$ cat config.mk
export PLATFORM = sky130hd
export DESIGN_NAME = ddr_slave_axi_arb2
export DESIGN_NICKNAME = d
export VERILOG_FILES = /design/src/rtl/ddr_slave_axi_arb2.sv
export SDC_FILE = /design/constraint.sdc
export NUM_CORES = 1
export LEC_CHECK = 0
export BUFFER_PORTS_ARGS = -buffer_cell sky130_fd_sc_hd__buf_2
export CORE_AREA = 2 2 211 213
export DETAILED_ROUTE_END_ITERATION = 8
export DIE_AREA = 0 0 213 215
export MAX_ROUTING_LAYER = met4
export PLACE_DENSITY_LB_ADDON = 0.12
export SYNTH_ARGS = -nofsm -noshare
export SYNTH_HDL_FRONTEND = slang
export SYNTH_SLANG_ARGS = --single-unit
$ cat constraint.sdc
create_clock -name clk -period 1.2 [get_ports clk]
set_input_delay 0.12 -clock clk [delete_from_list [all_inputs] [get_ports clk]]
set_output_delay 0.12 -clock clk [all_outputs]
set_load 0.03 [all_outputs]
$ cat src/rtl/ddr_slave_axi_arb2.sv
// ddr_slave_axi_arb2
// Two-master arbiter in front of the single DDR slave AXI-style port.
// Write (AW+W) and read (AR) address paths are arbitrated independently with
// round-robin priority; the winning master index is prepended to the ID so
// B and R responses are routed back by ID MSB with no tracking state.
// Ports:
//   clk, rst             : DDR slave clock, synchronous active-high reset
//   M0_*/M1_* WR_ADDR/WR_DATA/WR_BACK : master write channels
//   M0_*/M1_* RD_ADDR/RD_BACK         : master read channels
//   S_*                               : DDR slave port (ID one bit wider)
module ddr_slave_axi_arb2 #(
  parameter int MID_WIDTH  = 3,
  parameter int DATA_WIDTH = 32
) (
  input  logic                    clk,
  input  logic                    rst,
  // master 0
  input  logic [MID_WIDTH-1:0]    M0_WR_ADDR_ID,
  input  logic [31:0]             M0_WR_ADDR,
  input  logic [7:0]              M0_WR_ADDR_LEN,
  input  logic [1:0]              M0_WR_ADDR_BURST,
  input  logic                    M0_WR_ADDR_VALID,
  output logic                    M0_WR_ADDR_READY,
  input  logic [DATA_WIDTH-1:0]   M0_WR_DATA,
  input  logic [DATA_WIDTH/8-1:0] M0_WR_DATA_STRB,
  input  logic                    M0_WR_DATA_LAST,
  input  logic                    M0_WR_DATA_VALID,
  output logic                    M0_WR_DATA_READY,
  output logic [MID_WIDTH-1:0]    M0_WR_BACK_ID,
  output logic [1:0]              M0_WR_BACK_RESP,
  output logic                    M0_WR_BACK_VALID,
  input  logic                    M0_WR_BACK_READY,
  input  logic [MID_WIDTH-1:0]    M0_RD_ADDR_ID,
  input  logic [31:0]             M0_RD_ADDR,
  input  logic [7:0]              M0_RD_ADDR_LEN,
  input  logic [1:0]              M0_RD_ADDR_BURST,
  input  logic                    M0_RD_ADDR_VALID,
  output logic                    M0_RD_ADDR_READY,
  output logic [MID_WIDTH-1:0]    M0_RD_BACK_ID,
  output logic [DATA_WIDTH-1:0]   M0_RD_DATA,
  output logic [1:0]              M0_RD_DATA_RESP,
  output logic                    M0_RD_DATA_LAST,
  output logic                    M0_RD_DATA_VALID,
  input  logic                    M0_RD_DATA_READY,
  // master 1
  input  logic [MID_WIDTH-1:0]    M1_WR_ADDR_ID,
  input  logic [31:0]             M1_WR_ADDR,
  input  logic [7:0]              M1_WR_ADDR_LEN,
  input  logic [1:0]              M1_WR_ADDR_BURST,
  input  logic                    M1_WR_ADDR_VALID,
  output logic                    M1_WR_ADDR_READY,
  input  logic [DATA_WIDTH-1:0]   M1_WR_DATA,
  input  logic [DATA_WIDTH/8-1:0] M1_WR_DATA_STRB,
  input  logic                    M1_WR_DATA_LAST,
  input  logic                    M1_WR_DATA_VALID,
  output logic                    M1_WR_DATA_READY,
  output logic [MID_WIDTH-1:0]    M1_WR_BACK_ID,
  output logic [1:0]              M1_WR_BACK_RESP,
  output logic                    M1_WR_BACK_VALID,
  input  logic                    M1_WR_BACK_READY,
  input  logic [MID_WIDTH-1:0]    M1_RD_ADDR_ID,
  input  logic [31:0]             M1_RD_ADDR,
  input  logic [7:0]              M1_RD_ADDR_LEN,
  input  logic [1:0]              M1_RD_ADDR_BURST,
  input  logic                    M1_RD_ADDR_VALID,
  output logic                    M1_RD_ADDR_READY,
  output logic [MID_WIDTH-1:0]    M1_RD_BACK_ID,
  output logic [DATA_WIDTH-1:0]   M1_RD_DATA,
  output logic [1:0]              M1_RD_DATA_RESP,
  output logic                    M1_RD_DATA_LAST,
  output logic                    M1_RD_DATA_VALID,
  input  logic                    M1_RD_DATA_READY,
  // DDR slave
  output logic [MID_WIDTH:0]      S_WR_ADDR_ID,
  output logic [31:0]             S_WR_ADDR,
  output logic [7:0]              S_WR_ADDR_LEN,
  output logic [1:0]              S_WR_ADDR_BURST,
  output logic                    S_WR_ADDR_VALID,
  input  logic                    S_WR_ADDR_READY,
  output logic [DATA_WIDTH-1:0]   S_WR_DATA,
  output logic [DATA_WIDTH/8-1:0] S_WR_DATA_STRB,
  output logic                    S_WR_DATA_LAST,
  output logic                    S_WR_DATA_VALID,
  input  logic                    S_WR_DATA_READY,
  input  logic [MID_WIDTH:0]      S_WR_BACK_ID,
  input  logic [1:0]              S_WR_BACK_RESP,
  input  logic                    S_WR_BACK_VALID,
  output logic                    S_WR_BACK_READY,
  output logic [MID_WIDTH:0]      S_RD_ADDR_ID,
  output logic [31:0]             S_RD_ADDR,
  output logic [7:0]              S_RD_ADDR_LEN,
  output logic [1:0]              S_RD_ADDR_BURST,
  output logic                    S_RD_ADDR_VALID,
  input  logic                    S_RD_ADDR_READY,
  input  logic [MID_WIDTH:0]      S_RD_BACK_ID,
  input  logic [DATA_WIDTH-1:0]   S_RD_BACK_DATA,
  input  logic [1:0]              S_RD_BACK_DATA_RESP,
  input  logic                    S_RD_BACK_DATA_LAST,
  input  logic                    S_RD_BACK_DATA_VALID,
  output logic                    S_RD_DATA_READY
);

  typedef enum logic [1:0] {W_IDLE, W_ADDR, W_DATA} w_state_t;
  typedef enum logic       {R_IDLE, R_ADDR}         r_state_t;

  w_state_t r_wstate, w_wstate_nxt;
  r_state_t r_rstate, w_rstate_nxt;
  logic     r_wgnt, r_wptr, w_wgnt_nxt, w_wptr_nxt;
  logic     r_rgnt, r_rptr, w_rgnt_nxt, w_rptr_nxt;

  always_ff @(posedge clk) begin
    if (rst) begin
      r_wstate <= W_IDLE;
      r_rstate <= R_IDLE;
      r_wgnt   <= 1'b0;
      r_wptr   <= 1'b0;
      r_rgnt   <= 1'b0;
      r_rptr   <= 1'b0;
    end else begin
      r_wstate <= w_wstate_nxt;
      r_rstate <= w_rstate_nxt;
      r_wgnt   <= w_wgnt_nxt;
      r_wptr   <= w_wptr_nxt;
      r_rgnt   <= w_rgnt_nxt;
      r_rptr   <= w_rptr_nxt;
    end
  end

  // Granted-master field muxes; qualified by the FSM through the VALIDs only.
  assign S_WR_ADDR_ID    = {r_wgnt, r_wgnt ? M1_WR_ADDR_ID : M0_WR_ADDR_ID};
  assign S_WR_ADDR       = r_wgnt ? M1_WR_ADDR       : M0_WR_ADDR;
  assign S_WR_ADDR_LEN   = r_wgnt ? M1_WR_ADDR_LEN   : M0_WR_ADDR_LEN;
  assign S_WR_ADDR_BURST = r_wgnt ? M1_WR_ADDR_BURST : M0_WR_ADDR_BURST;
  assign S_WR_DATA       = r_wgnt ? M1_WR_DATA       : M0_WR_DATA;
  assign S_WR_DATA_STRB  = r_wgnt ? M1_WR_DATA_STRB  : M0_WR_DATA_STRB;
  assign S_WR_DATA_LAST  = r_wgnt ? M1_WR_DATA_LAST  : M0_WR_DATA_LAST;
  assign S_RD_ADDR_ID    = {r_rgnt, r_rgnt ? M1_RD_ADDR_ID : M0_RD_ADDR_ID};
  assign S_RD_ADDR       = r_rgnt ? M1_RD_ADDR       : M0_RD_ADDR;
  assign S_RD_ADDR_LEN   = r_rgnt ? M1_RD_ADDR_LEN   : M0_RD_ADDR_LEN;
  assign S_RD_ADDR_BURST = r_rgnt ? M1_RD_ADDR_BURST : M0_RD_ADDR_BURST;

  // Write path: AW then the whole W burst from the same master.
  always_comb begin
    w_wstate_nxt     = r_wstate;
    w_wgnt_nxt       = r_wgnt;
    w_wptr_nxt       = r_wptr;
    S_WR_ADDR_VALID  = 1'b0;
    S_WR_DATA_VALID  = 1'b0;
    M0_WR_ADDR_READY = 1'b0;
    M1_WR_ADDR_READY = 1'b0;
    M0_WR_DATA_READY = 1'b0;
    M1_WR_DATA_READY = 1'b0;
    unique case (r_wstate)
      W_IDLE: begin
        if (M0_WR_ADDR_VALID || M1_WR_ADDR_VALID) begin
          w_wgnt_nxt   = (M0_WR_ADDR_VALID && M1_WR_ADDR_VALID) ? r_wptr : M1_WR_ADDR_VALID;
          w_wstate_nxt = W_ADDR;
        end
      end
      W_ADDR: begin
        S_WR_ADDR_VALID  = r_wgnt ? M1_WR_ADDR_VALID : M0_WR_ADDR_VALID;
        M0_WR_ADDR_READY = !r_wgnt && S_WR_ADDR_READY;
        M1_WR_ADDR_READY =  r_wgnt && S_WR_ADDR_READY;
        if (S_WR_ADDR_VALID && S_WR_ADDR_READY) w_wstate_nxt = W_DATA;
      end
      W_DATA: begin
        S_WR_DATA_VALID  = r_wgnt ? M1_WR_DATA_VALID : M0_WR_DATA_VALID;
        M0_WR_DATA_READY = !r_wgnt && S_WR_DATA_READY;
        M1_WR_DATA_READY =  r_wgnt && S_WR_DATA_READY;
        if (S_WR_DATA_VALID && S_WR_DATA_READY && S_WR_DATA_LAST) begin
          w_wptr_nxt   = !r_wgnt;
          w_wstate_nxt = W_IDLE;
        end
      end
      default: w_wstate_nxt = W_IDLE;
    endcase
  end

  // Read path: only AR is arbitrated; reads may be outstanding.
  always_comb begin
    w_rstate_nxt     = r_rstate;
    w_rgnt_nxt       = r_rgnt;
    w_rptr_nxt       = r_rptr;
    S_RD_ADDR_VALID  = 1'b0;
    M0_RD_ADDR_READY = 1'b0;
    M1_RD_ADDR_READY = 1'b0;
    unique case (r_rstate)
      R_IDLE: begin
        if (M0_RD_ADDR_VALID || M1_RD_ADDR_VALID) begin
          w_rgnt_nxt   = (M0_RD_ADDR_VALID && M1_RD_ADDR_VALID) ? r_rptr : M1_RD_ADDR_VALID;
          w_rstate_nxt = R_ADDR;
        end
      end
      R_ADDR: begin
        S_RD_ADDR_VALID  = r_rgnt ? M1_RD_ADDR_VALID : M0_RD_ADDR_VALID;
        M0_RD_ADDR_READY = !r_rgnt && S_RD_ADDR_READY;
        M1_RD_ADDR_READY =  r_rgnt && S_RD_ADDR_READY;
        if (S_RD_ADDR_VALID && S_RD_ADDR_READY) begin
          w_rptr_nxt   = !r_rgnt;
          w_rstate_nxt = R_IDLE;
        end
      end
      default: w_rstate_nxt = R_IDLE;
    endcase
  end

  // Response routing by ID MSB.
  logic w_bsel, w_rsel;
  assign w_bsel = S_WR_BACK_ID[MID_WIDTH];
  assign w_rsel = S_RD_BACK_ID[MID_WIDTH];

  assign M0_WR_BACK_ID    = S_WR_BACK_ID[MID_WIDTH-1:0];
  assign M1_WR_BACK_ID    = S_WR_BACK_ID[MID_WIDTH-1:0];
  assign M0_WR_BACK_RESP  = S_WR_BACK_RESP;
  assign M1_WR_BACK_RESP  = S_WR_BACK_RESP;
  assign M0_WR_BACK_VALID = S_WR_BACK_VALID && !w_bsel;
  assign M1_WR_BACK_VALID = S_WR_BACK_VALID &&  w_bsel;
  assign S_WR_BACK_READY  = w_bsel ? M1_WR_BACK_READY : M0_WR_BACK_READY;

  assign M0_RD_BACK_ID    = S_RD_BACK_ID[MID_WIDTH-1:0];
  assign M1_RD_BACK_ID    = S_RD_BACK_ID[MID_WIDTH-1:0];
  assign M0_RD_DATA       = S_RD_BACK_DATA;
  assign M1_RD_DATA       = S_RD_BACK_DATA;
  assign M0_RD_DATA_RESP  = S_RD_BACK_DATA_RESP;
  assign M1_RD_DATA_RESP  = S_RD_BACK_DATA_RESP;
  assign M0_RD_DATA_LAST  = S_RD_BACK_DATA_LAST;
  assign M1_RD_DATA_LAST  = S_RD_BACK_DATA_LAST;
  assign M0_RD_DATA_VALID = S_RD_BACK_DATA_VALID && !w_rsel;
  assign M1_RD_DATA_VALID = S_RD_BACK_DATA_VALID &&  w_rsel;
  assign S_RD_DATA_READY  = w_rsel ? M1_RD_DATA_READY : M0_RD_DATA_READY;

endmodule

==> results of run 1 <==
[worst max-delay path, stage by stage (launching register included)]
cell,delay [ps]
dfxtp_4,410
buf_6,160
clkbuf_16,170
mux2_4,310
buf_6,140
[cell type report]
cell class                 count  area (um2)  area share (%)
timing repair buffer         458        3640            52.5
multi-input combinational    173        2300            33.2
tap                          592         741            10.7
sequential                     7         150            2.17
clock buffer                   4        78.8            1.14
inverter                       4        22.5           0.325
antenna                        1        2.50          0.0361
[cells by family (layout without fill, tap and decap cells)]
kind of cell / after synthesis / after routing
mux: 132 / 132
other cells: 0 / 1
compound gates: 13 / 13
flops: 7 / 7
simple gates: 28 / 28
buf+inv: 109 / 466
[synth_stat cells, drive strengths merged]
| library cell | count | area share [%] |
|---|---|---|
| nand2 | 2 | 0.28 |
| a31o | 1 | 0.32 |
| a2bb2oi | 1 | 0.32 |
| nor2b | 4 | 0.93 |
| o32ai | 1 | 0.32 |
| buf | 104 | 29 |
| clkbuf | 1 | 0.14 |
| o211ai | 1 | 0.28 |
| a21oi | 3 | 0.56 |
| o21ai | 2 | 0.37 |
| nand3 | 2 | 0.37 |
| mux2i | 3 | 1.1 |
| nor3b | 1 | 0.28 |
| mux2 | 129 | 55 |
| a211oi | 2 | 0.74 |
| and3b | 2 | 0.65 |
| and3 | 2 | 0.46 |
| inv | 4 | 0.56 |
| nand3b | 1 | 0.28 |
| a31oi | 1 | 0.23 |
| and2 | 4 | 0.93 |
| nor2 | 6 | 0.83 |
| nand2b | 1 | 0.23 |
| dfxtp | 7 | 5.2 |
| nor3 | 3 | 0.56 |
| a21o | 1 | 0.28 |
[timing repair]
item	in CTS	in global routing
gates resized for setup	404	49
buffers inserted	21	3
cloned	7	4
setup endpoints to repair	140	143
pin swaps	7	4
hold endpoints to repair	0	0
[path summary, 6_finish.rpt]
kind / slack [ps] / cells past startpoint / end / startpoint
hold reg to reg: 510 / 2 / r_wptr / r_wptr
setup reg to reg: -250 / 6 / r_wstate[1] / r_wgnt
hold / removal: 150 / 2 / r_rstate / S_RD_ADDR_READY
setup / recovery: -340 / 4 / S_WR_DATA[15] / r_wgnt
[power groups by stage]
stage / logic (mW) / registers (mW) / clock network (mW)
global placement: 2.42 / 0.285 / 0
global route: 3.68 / 0.284 / 0.615
finish: 3.51 / 0.280 / 0.580
CTS: 3.41 / 0.279 / 0.610
floorplan: 2.05 / 0.269 / 0
detailed placement: 2.40 / 0.285 / 0
[sequential cells by signal, summed over array words and instances, names as in the netlist]
register and cells:
r_rstate 1, r_wstate 2, r_wgnt 1, r_wptr 1, r_rgnt 1, r_rptr 1
[per-layer routing]
layer	track usage (%)	wire length, um	vias to the layer above
li1	-	-	1649
met1	5.79	5560	1621
met2	13.0	9520	230
met3	1.53	1350	17
met4	1.52	207	0
met5	-	0	-
[metrics by stage]
| step | setup TNS, ps | setup WS, ps |
|---|---|---|
| global route | -44560 | -398 |
| detailed placement | -12240 | -169 |
| finish | -37670 | -342 |
| floorplan | -1620 | -54.7 |
| CTS | -42730 | -400 |
| global placement | -11990 | -167 |
==> reports/qor.yml, run 1 <==
outcome: "finished, violations left"
violations: "setup timing"
synth_top_family_by_area: "multiplexers"
grt_pass1_vias: 3732
synth_seq_cells: 7
pwr-share-seq_pct: 6.4
grt_first_pass_wirelength_um: 21600
synthSimpleGateAreaFrac_pct: 5.78
synth-warning-count: 0
io_buffers: 416
path_max_fanout: 6
core_um2: 43600
final_cell_count_no_fill: 1239
wl_per_cell_um: 13.4
drt-vias-per-instance: 2.84
cts-root-buf: "clkbuf_16"
slew_violations: 0
setup_ws_ps: -342
worstPathRequired_ps: 1080
antenna_found_initial: 1
pin_count: 546
drc: 0
drt-pass1-iter-count: 3
holdWs_ps: 155
clk_latency_ps: 230
final_cell_mix: "278 x buf_2, 148 x buf_6, 123 x mux2_4, 11 x buf_12, 8 x buf_4"
startpoint_type: "flop"
final_common_cell: "buf_2"
die_y_um: 215
grt.total_usage_pct: 6.39
hold_viol: 0
utilization_pct: 15.9
final_area_um2: 6930
dp.cells: 1205
gp_congestion: 0.758
yosysSeqAreaShare_pct: 5.18
fp-row-count: 77
period_needed_ps: 1540
crit_path_end_kind: "output pin"
numCtsBuffers: 3
tightest_slew_ps: 240
gr-total-overflow: 0
cp_data_arrival_time_ps: 1420
cap_viol_max_count: 0
clock_skew_ps: 0.424
synthDistinctLibCells: 30
finalSetupViolCount: 142
power_frac_clock_pct: 13.3
num_vias: 3517
syn_inst: 289
comb_power_share_pct: 80.3
rsz0062_at_grt: "true"
drt-initial-drc-count: 36
p_sw_mw: 1.77
die-area_um2: 45800
die_w_um: 213
postRouteAntennaNets: 0
initial_core_util_pct: 6.20
crit_type: "reg -> out"
cts_tree: "built"
clkTransAtPathRegs_ps: 40
p_sw_share_pct: 40.6
synth-compound-area-share_pct: 3.42
synth_adder_area_share_pct: 0
synthMuxAreaShare_pct: 55.7
grt_max_degree: 16
drt_wl_total_um: 16600
syn-num-nets: 605
place_area_um2: 4910
fin_total_pwr_mw: 4.37
finalCritPeriodShare_pct: 129
p_per_area_nw_per_um2: 630
leakagePower_nw: 3.39
yosys.area_share.xor_xnor_pct: 0
syn_area_um2: 2700
avgSynthCellArea_um2: 9.36
nets: 963
cts_hold_buf: 0
fmax_ghz: 0.648
slew_headroom_pct: 84.0
syn2layout_area_growth_pct: 156
clk_path_buf_depth: 2
fillCellCount: 4954
hp-class: "in -> reg"
hpwlAfterDp_um: 13100
clkSinkCount: 7
drive_gt1_share_pct: 95.2
p_int_mw: 2.59
max-vdd-ir-drop_mv: 0.277
cts_max_level: 1
Power figures use the tool's default switching activity.
==> run 2: changes to the inputs <==
ABC_AREA = 1   (was default)
CORE_AREA = 2 2 210 212   (was 2 2 211 213)
DIE_AREA = 0 0 212 214   (was 0 0 213 215)
PLACE_DENSITY_LB_ADDON = 0.25   (was 0.12)
REMOVE_ABC_BUFFERS = 1   (was default)
==> run 2 against run 1 <==
  * The flow still finishes with violations (setup timing)
  * Synthesized cell count is 98% higher
  * Count of clock-buffer cells in the layout unchanged
  * Clock skew barely moved
  * Area after synthesis up 2.7%
  * Design area is 8.2% higher
  * Combinational power grew 15%
  * Critical path depth increased by 2
  * Sequential power shrank 2%
  * Critical endpoint is now S_WR_DATA[9]
==> reports/qor.yml, run 2 <==
crit_end: "S_WR_DATA[9]"
rrSetupSlack_ps: 0  # +250 ps
worstPathRequired_ps: 1080  # about the same
gr-total-overflow: 0  # unchanged
hpwlAfterDp_um: 22200  # +69%
slew_violations: 0  # unchanged
largest_reg_flops: 2  # unchanged
cts_max_level: 1  # unchanged
period_needed_ps: 1450  # -94.8 ps
clkSinkCount: 7  # unchanged
yosys-top-cells-count: "396 x nand2_1, 92 x buf_4, 12 x buf_2, 12 x inv_1, 10 x buf_6"
syn_area_um2: 2780  # +2.7%
synth-warning-count: 0  # unchanged
outcome: "finished, violations left"
crit_path_end_kind: "output pin"
cts_hold_buf: 0  # unchanged
setup_ws_ps: -248  # +94.8 ps
hold_viol: 0  # unchanged
grt.total_usage_pct: 11.4  # +5.0 points
ys.flop_type: "dfxtp_1"
pin_count: 546  # unchanged
nets: 1243  # +29%
core_um2: 42900  # -1.7%
gp_congestion: 0.863  # +14%
async_flop_share_pct: 0  # unchanged
yosysSeqAreaShare_pct: 5.05  # -0.14 points
drt-initial-drc-count: 232  # +540%
syn_inst: 573  # +98%
final_cell_mix: "278 x buf_2, 212 x nand2_1, 107 x buf_6, 96 x nand2_2, 92 x nand2_4"
die-area_um2: 45400  # -0.93%
wl_per_cell_um: 18.5  # +38%
drt-vias-per-instance: 3.32  # +17%
timing.rr.start: "r_wgnt"
drc: 0  # unchanged
power_frac_clock_pct: 12.1  # -1.2 points
rr_worst_depth: 6  # unchanged
crit_type: "reg -> out"
startpoint_type: "flop"
fillCellCount: 4875  # -1.6%
final-seq-area_um2: 149  # -0.83%
fp-row-count: 76  # -1.3%
final_area_um2: 7500  # +8.2%
antenna_found_initial: 5  # +4
holdWs_ps: 178  # +23.7 ps
path_max_fanout: 8  # +2
synth_most_common_cell: "nand2_1"
synth_seq_cells: 7  # unchanged
die_w_um: 212  # -0.47%
grt_pass1_vias: 4824  # +29%
drt_wl_total_um: 28100  # +69%
tightest_slew_ps: 307  # +66.5 ps
synth_area_leader_cell: "nand2_1"
synthTopCellsByArea: "nand2_1 54%, buf_4 25%, dfxtp_1 5.0%"
synth_top_area_share_pct: 53.5  # +2.3 points
slew_headroom_pct: 79.3  # -4.6 points
p_int_mw: 2.46  # -5.2%
drt-pass1-iter-count: 4  # +1
dpl_worst_slack_ps: -279  # -110 ps
leakagePower_nw: 4.13  # +22%
fin_total_pwr_mw: 4.91  # +12%
avgSynthCellArea_um2: 4.85  # -48%
clkTransAtPathRegs_ps: 40  # about the same
clk_path_buf_depth: 2  # unchanged
grt_max_degree: 39  # +23
clock_skew_ps: 0.204  # -0.220 ps
multiInputGateArea_um2: 2740  # +19%
crit_start: "r_wgnt"
die_y_um: 214  # -0.47%
final_common_cell: "buf_2"
clk_latency_ps: 230  # about the same
finalCritPeriodShare_pct: 121  # -7.9 points
p_sw_mw: 2.45  # +38%
initial_core_util_pct: 6.48  # +0.28 points
syn2layout_area_growth_pct: 170
largest_register: "r_wstate"
hp-class: "in -> reg"
rsz0062_at_grt: "true"
cts-root-buf: "clkbuf_16"
cp_data_arrival_time_ps: 1330  # -90 ps
comb_power_share_pct: 82.3  # +2.0 points
fmax_ghz: 0.691  # +6.5%
grt_first_pass_wirelength_um: 35200  # +63%
numCtsBuffers: 3  # unchanged
place_area_um2: 4920  # +0.18%
cap_viol_max_count: 0  # unchanged
synthDistinctLibCells: 23  # -23%
synth_edf_count: 0  # unchanged
cts_tree: "built"
reg2reg_to: "r_wptr"
p_sw_share_pct: 49.9  # +9.3 points
violations: "setup timing"
pwr-share-seq_pct: 5.6  # -0.8 points
drive_gt1_share_pct: 73.2  # -22 points
p_per_area_nw_per_um2: 655  # +3.9%
io_buffers: 416  # unchanged
num_vias: 5040  # +43%
postRouteAntennaNets: 0  # unchanged
max-vdd-ir-drop_mv: 0.424  # +53%
finalSetupViolCount: 137  # -3.5%
min-delay-start: "rst"
fin_setup_tns_ps: -25270  # +12400 ps
-- run 2: worst min path at each step --
stage / endpoint / slack [ps] / depth (start not counted)
finish: r_rstate / 180 / 2
global route: r_wstate[0] / 210 / 3
CTS: r_rptr / 170 / 3
detailed placement: M0_RD_DATA[10] / 240 / 0
global placement: M0_RD_DATA[10] / 240 / 0
floorplan: r_wptr / 190 / 1
-- run 2: routing by layer --
metal / global-route usage [%] / vias to the layer above / part of all wire (%)
li1: - / 2343 / -
met1: 12.5 / 2312 / 39
met2: 17.3 / 367 / 44
met3: 7.76 / 18 / 15
met4: 1.41 / 0 / 1.3
met5: - / - / 0
-- run 2: layout make-up --
type | count | share of cell area [%]
antenna | 5 | 0.167
clock buffer | 4 | 1.05
inverter | 14 | 1.15
multi-input combinational | 436 | 36.5
sequential | 7 | 1.99
tap | 585 | 9.76
timing repair buffer | 465 | 49.4
-- run 2: logic make-up after synthesis --
family | count (synthesis) | share of synthesized area [%]
compound gates | 14 | 2.84
buf+inv | 130 | 33.4
simple gates | 420 | 57.9
flops | 7 | 5.04
mux | 2 | 0.811
-- run 2: power by group through the flow --
stage	sequential, mW	combinational (mW)	clock, mW
after global routing	0.278	4.28	0.644
after CTS	0.277	3.61	0.626
after global placement	0.272	2.72	0
after detailed placement	0.272	2.70	0
after floorplan	0.324	1.41	0
final	0.275	4.04	0.594
-- run 2: critical path, stage by stage, from the launching register on --
cell and delay (ps):
dfxtp_4 440, buf_12 150, buf_16 150, buf_6 110, nand2_2 40, nand2_2 50
buf_6 130
-- run 2: per-stage QoR --
| stage | cells | util (%) |
|---|---|---|
| 6_report | 1516 | 17.5 |
| 5_1_grt | 1516 | 17.5 |
| 4_1_cts | 1504 | 15.3 |
| 3_5_place_dp | 1476 | 11.5 |
| 3_3_place_gp | 1476 | 11.5 |
| 2_1_floorplan | 457 | - |
-- run 2: repair_timing --
item                                    in CTS  in global routing
gates resized for setup                    355                251
endpoints found under the setup margin     139                143
pin swaps                                   43                 34
gates cloned                                11                  4
buffers inserted                            13                  4
endpoints found under the hold margin        0                  0
==> run 3: changes to the inputs <==
CAP_MARGIN = 15   (was default)
CORE_AREA = 2 2 214 216   (was 2 2 210 212)
DIE_AREA = 0 0 216 218   (was 0 0 212 214)
clock period = 1.5 ns   (was 1.2 ns; I/O delays follow)
==> run 3 against run 2 <==
  * Cell count fell by 1.3%
  * Non-clock buffer count fell by 33
  * Combinational power down 44%
  * Flip-flop and latch count did not move
  * Power down 40%
  * The flow now finishes without violations
  * Clock skew about the same
  * Clock power shrank 22%
==> reports/qor.yml, run 3 (same netlist as run 2, synthesis figures left out) <==
outcome: "complete, no violations"
gp_congestion: 0.790  # -8.4%
fp-row-count: 78  # +2.6%
busiest_layer: "met2"
postRouteAntennaNets: 0  # unchanged
drt-initial-drc-count: 213  # -8.2%
cts-root-buf: "clkbuf_16"
antenna_found_initial: 3  # -2
p_sw_mw: 1.58  # -35%
final_cell_mix: "389 x nand2_1, 378 x buf_2, 26 x buf_4, 12 x nand2_2, 12 x inv_1"
grt.total_usage_pct: 9.52  # -1.9 points
drt-pass1-iter-count: 5  # +1
initial_core_util_pct: 6.19  # -0.29 points
numCtsBuffers: 3  # unchanged
reg2reg_to: "r_wptr"
cap_viol_max_count: 0  # unchanged
max_stage_delay_ps: 390  # -50 ps
syn2layout_area_growth_pct: 90.9
wl_per_cell_um: 16.4  # -11%
largest_reg_flops: 2  # unchanged
rsz0062_at_grt: "true"
clkTransAtPathRegs_ps: 40  # about the same
io_buffers: 416  # unchanged
final_common_cell: "nand2_1"
slew_violations: 0  # unchanged
die_w_um: 216  # +1.9%
grt_first_pass_wirelength_um: 30800  # -13%
hold_depth: 3  # +1
grtUsageMet1_pct: 10.7  # -1.8 points
crit_type: "reg -> out"
cp_data_arrival_time_ps: 1320  # about the same
utilization_pct: 11.8  # -5.7 points
drive_gt1_share_pct: 51.6  # -22 points
rr_worst_depth: 7  # +1
die_y_um: 218  # +1.9%
p_sw_share_pct: 53.9  # +4.0 points
p_int_mw: 1.35  # -45%
drt-vias-per-instance: 3.12  # -6.2%
startpoint_type: "flop"
largest_register: "r_wstate"
power_frac_clock_pct: 15.7  # +3.6 points
crit_path_end_kind: "output pin"
dpl_worst_slack_ps: 61.6  # +341 ps
fmax_ghz: 0.678
hold_viol: 0  # unchanged
use_met2_pct: 13.3  # -4.1 points
gr-total-overflow: 0  # unchanged
comb_power_share_pct: 76.8  # -5.5 points
met3_usage_pct: 7.87  # +0.11 points
hpwlAfterDp_um: 20800  # -6.0%
drc: 0  # unchanged
grt_max_degree: 48  # +23%
pwr-share-seq_pct: 7.5  # +1.9 points
pin_count: 546  # unchanged
fin_setup_tns_ps: 0  # +25270 ps
holdPathEnd: "r_rptr"
tightest_slew_ps: 289  # -17.9 ps
min-delay-start: "S_RD_ADDR_READY"
cpMostUsedCell: "nand2_1"
clock_skew_ps: 0.249  # +0.0451 ps
path_max_fanout: 42  # +34
drt_wl_total_um: 24600  # -12%
nets: 1210  # -2.7%
worstPathRequired_ps: 1350  # +270 ps
cp_cell_sequence: "inv_8 -> buf_16 -> nand2_1 -> nand2_1 -> buf_4"
clk_path_buf_depth: 2  # unchanged
fillCellCount: 5293  # +8.6%
cts_hold_buf: 0  # unchanged
slew_headroom_pct: 80.7  # +1.4 points
clk_latency_ps: 230  # about the same
p_per_area_nw_per_um2: 554  # -15%
setup_ws_ps: 26.1  # +274 ps
finalCritPeriodShare_pct: 98.3
rrSetupSlack_ps: 330  # +330 ps
hp-class: "in -> reg"
cts_max_level: 1  # unchanged
max-vdd-ir-drop_mv: 0.299  # -29%
core_um2: 44900  # +4.7%
fin_total_pwr_mw: 2.93  # -40%
cts_tree: "built"
finalSetupViolCount: 0  # -100%
clkSinkCount: 7  # unchanged
grt_pass1_vias: 4200  # -13%
period_needed_ps: 1470
timing.rr.start: "r_wgnt"
leakagePower_nw: 3.20  # -23%
num_vias: 4665  # -7.4%
die-area_um2: 47100  # +3.8%
cp_slowest_cell: "dfxtp_4"
[run 3: cell count changes in the layout (fill, tap and decap cells not counted), sizes merged]
cell    change
diode       -2
bufbuf      -1
clkbuf      +1
clkinv      -1
buf        -33
inv         +1
[run 3: metrics by stage]
stage               cell area, um2  hold WS [ps]  cells
floorplan                     1910           217    457
global placement              4910           300   1485
detailed placement            4910           300   1485
CTS                           5140           208   1490
global route                  5300           222   1496
finish                        5300           211   1496
[run 3: power by group through the flow]
stage,Clock (mW),Combinational [mW],Sequential (mW)
final,0.462,2.25,0.220
after global routing,0.489,2.43,0.223
after CTS,0.472,2.22,0.219
after detailed placement,0,2.13,0.217
after global placement,0,2.15,0.217
after floorplan,0,1.13,0.260
[run 3: how the worst max path moves through the flow]
stage,startpoint,slack [ps],endpoint,cells after the start
global placement,r_wgnt,150,S_WR_ADDR[22],4
floorplan,r_wgnt,-1970,M1_WR_ADDR_READY,2
global route,r_wgnt,-20,S_WR_ADDR_VALID,4
detailed placement,r_wstate[0],60,M0_WR_ADDR_READY,4
CTS,r_wgnt,-50,S_WR_DATA_STRB[3],4
finish,r_wgnt,30,S_WR_ADDR[26],5
[run 3: timing repair]
item | CTS | global route
gates cloned | 1 | 2
setup buffers | 0 | 1
pin swaps | 0 | 1
resized for setup | 40 | 35
endpoints found under the setup margin | 25 | 73
[run 3: area by class of cell]
cell class,instances,area (um2),area share (%)
multi-input cells,436,1750,33.1
repair buffers,432,2500,47.1
clock buffers,4,78.8,1.49
inverters,14,65.1,1.23
well taps,600,751,14.2
diodes,3,7.51,0.142
flip-flops and latches,7,149,2.81
[run 3: routing by layer]
| metal | part of all wire, % | vias up |
|---|---|---|
| met3 | 18 | 8 |
| met2 | 40 | 386 |
| met5 | 0 | - |
| met4 | 1.1 | 0 |
| met1 | 41 | 2004 |
| li1 | - | 2267 |
[run 3: worst max-delay path, delay by kind of cell (launching register included)]
family                 cells  cell delay [ps]
buffers and inverters      3              450
and+or+nand+nor            2              210
DFF                        1              390
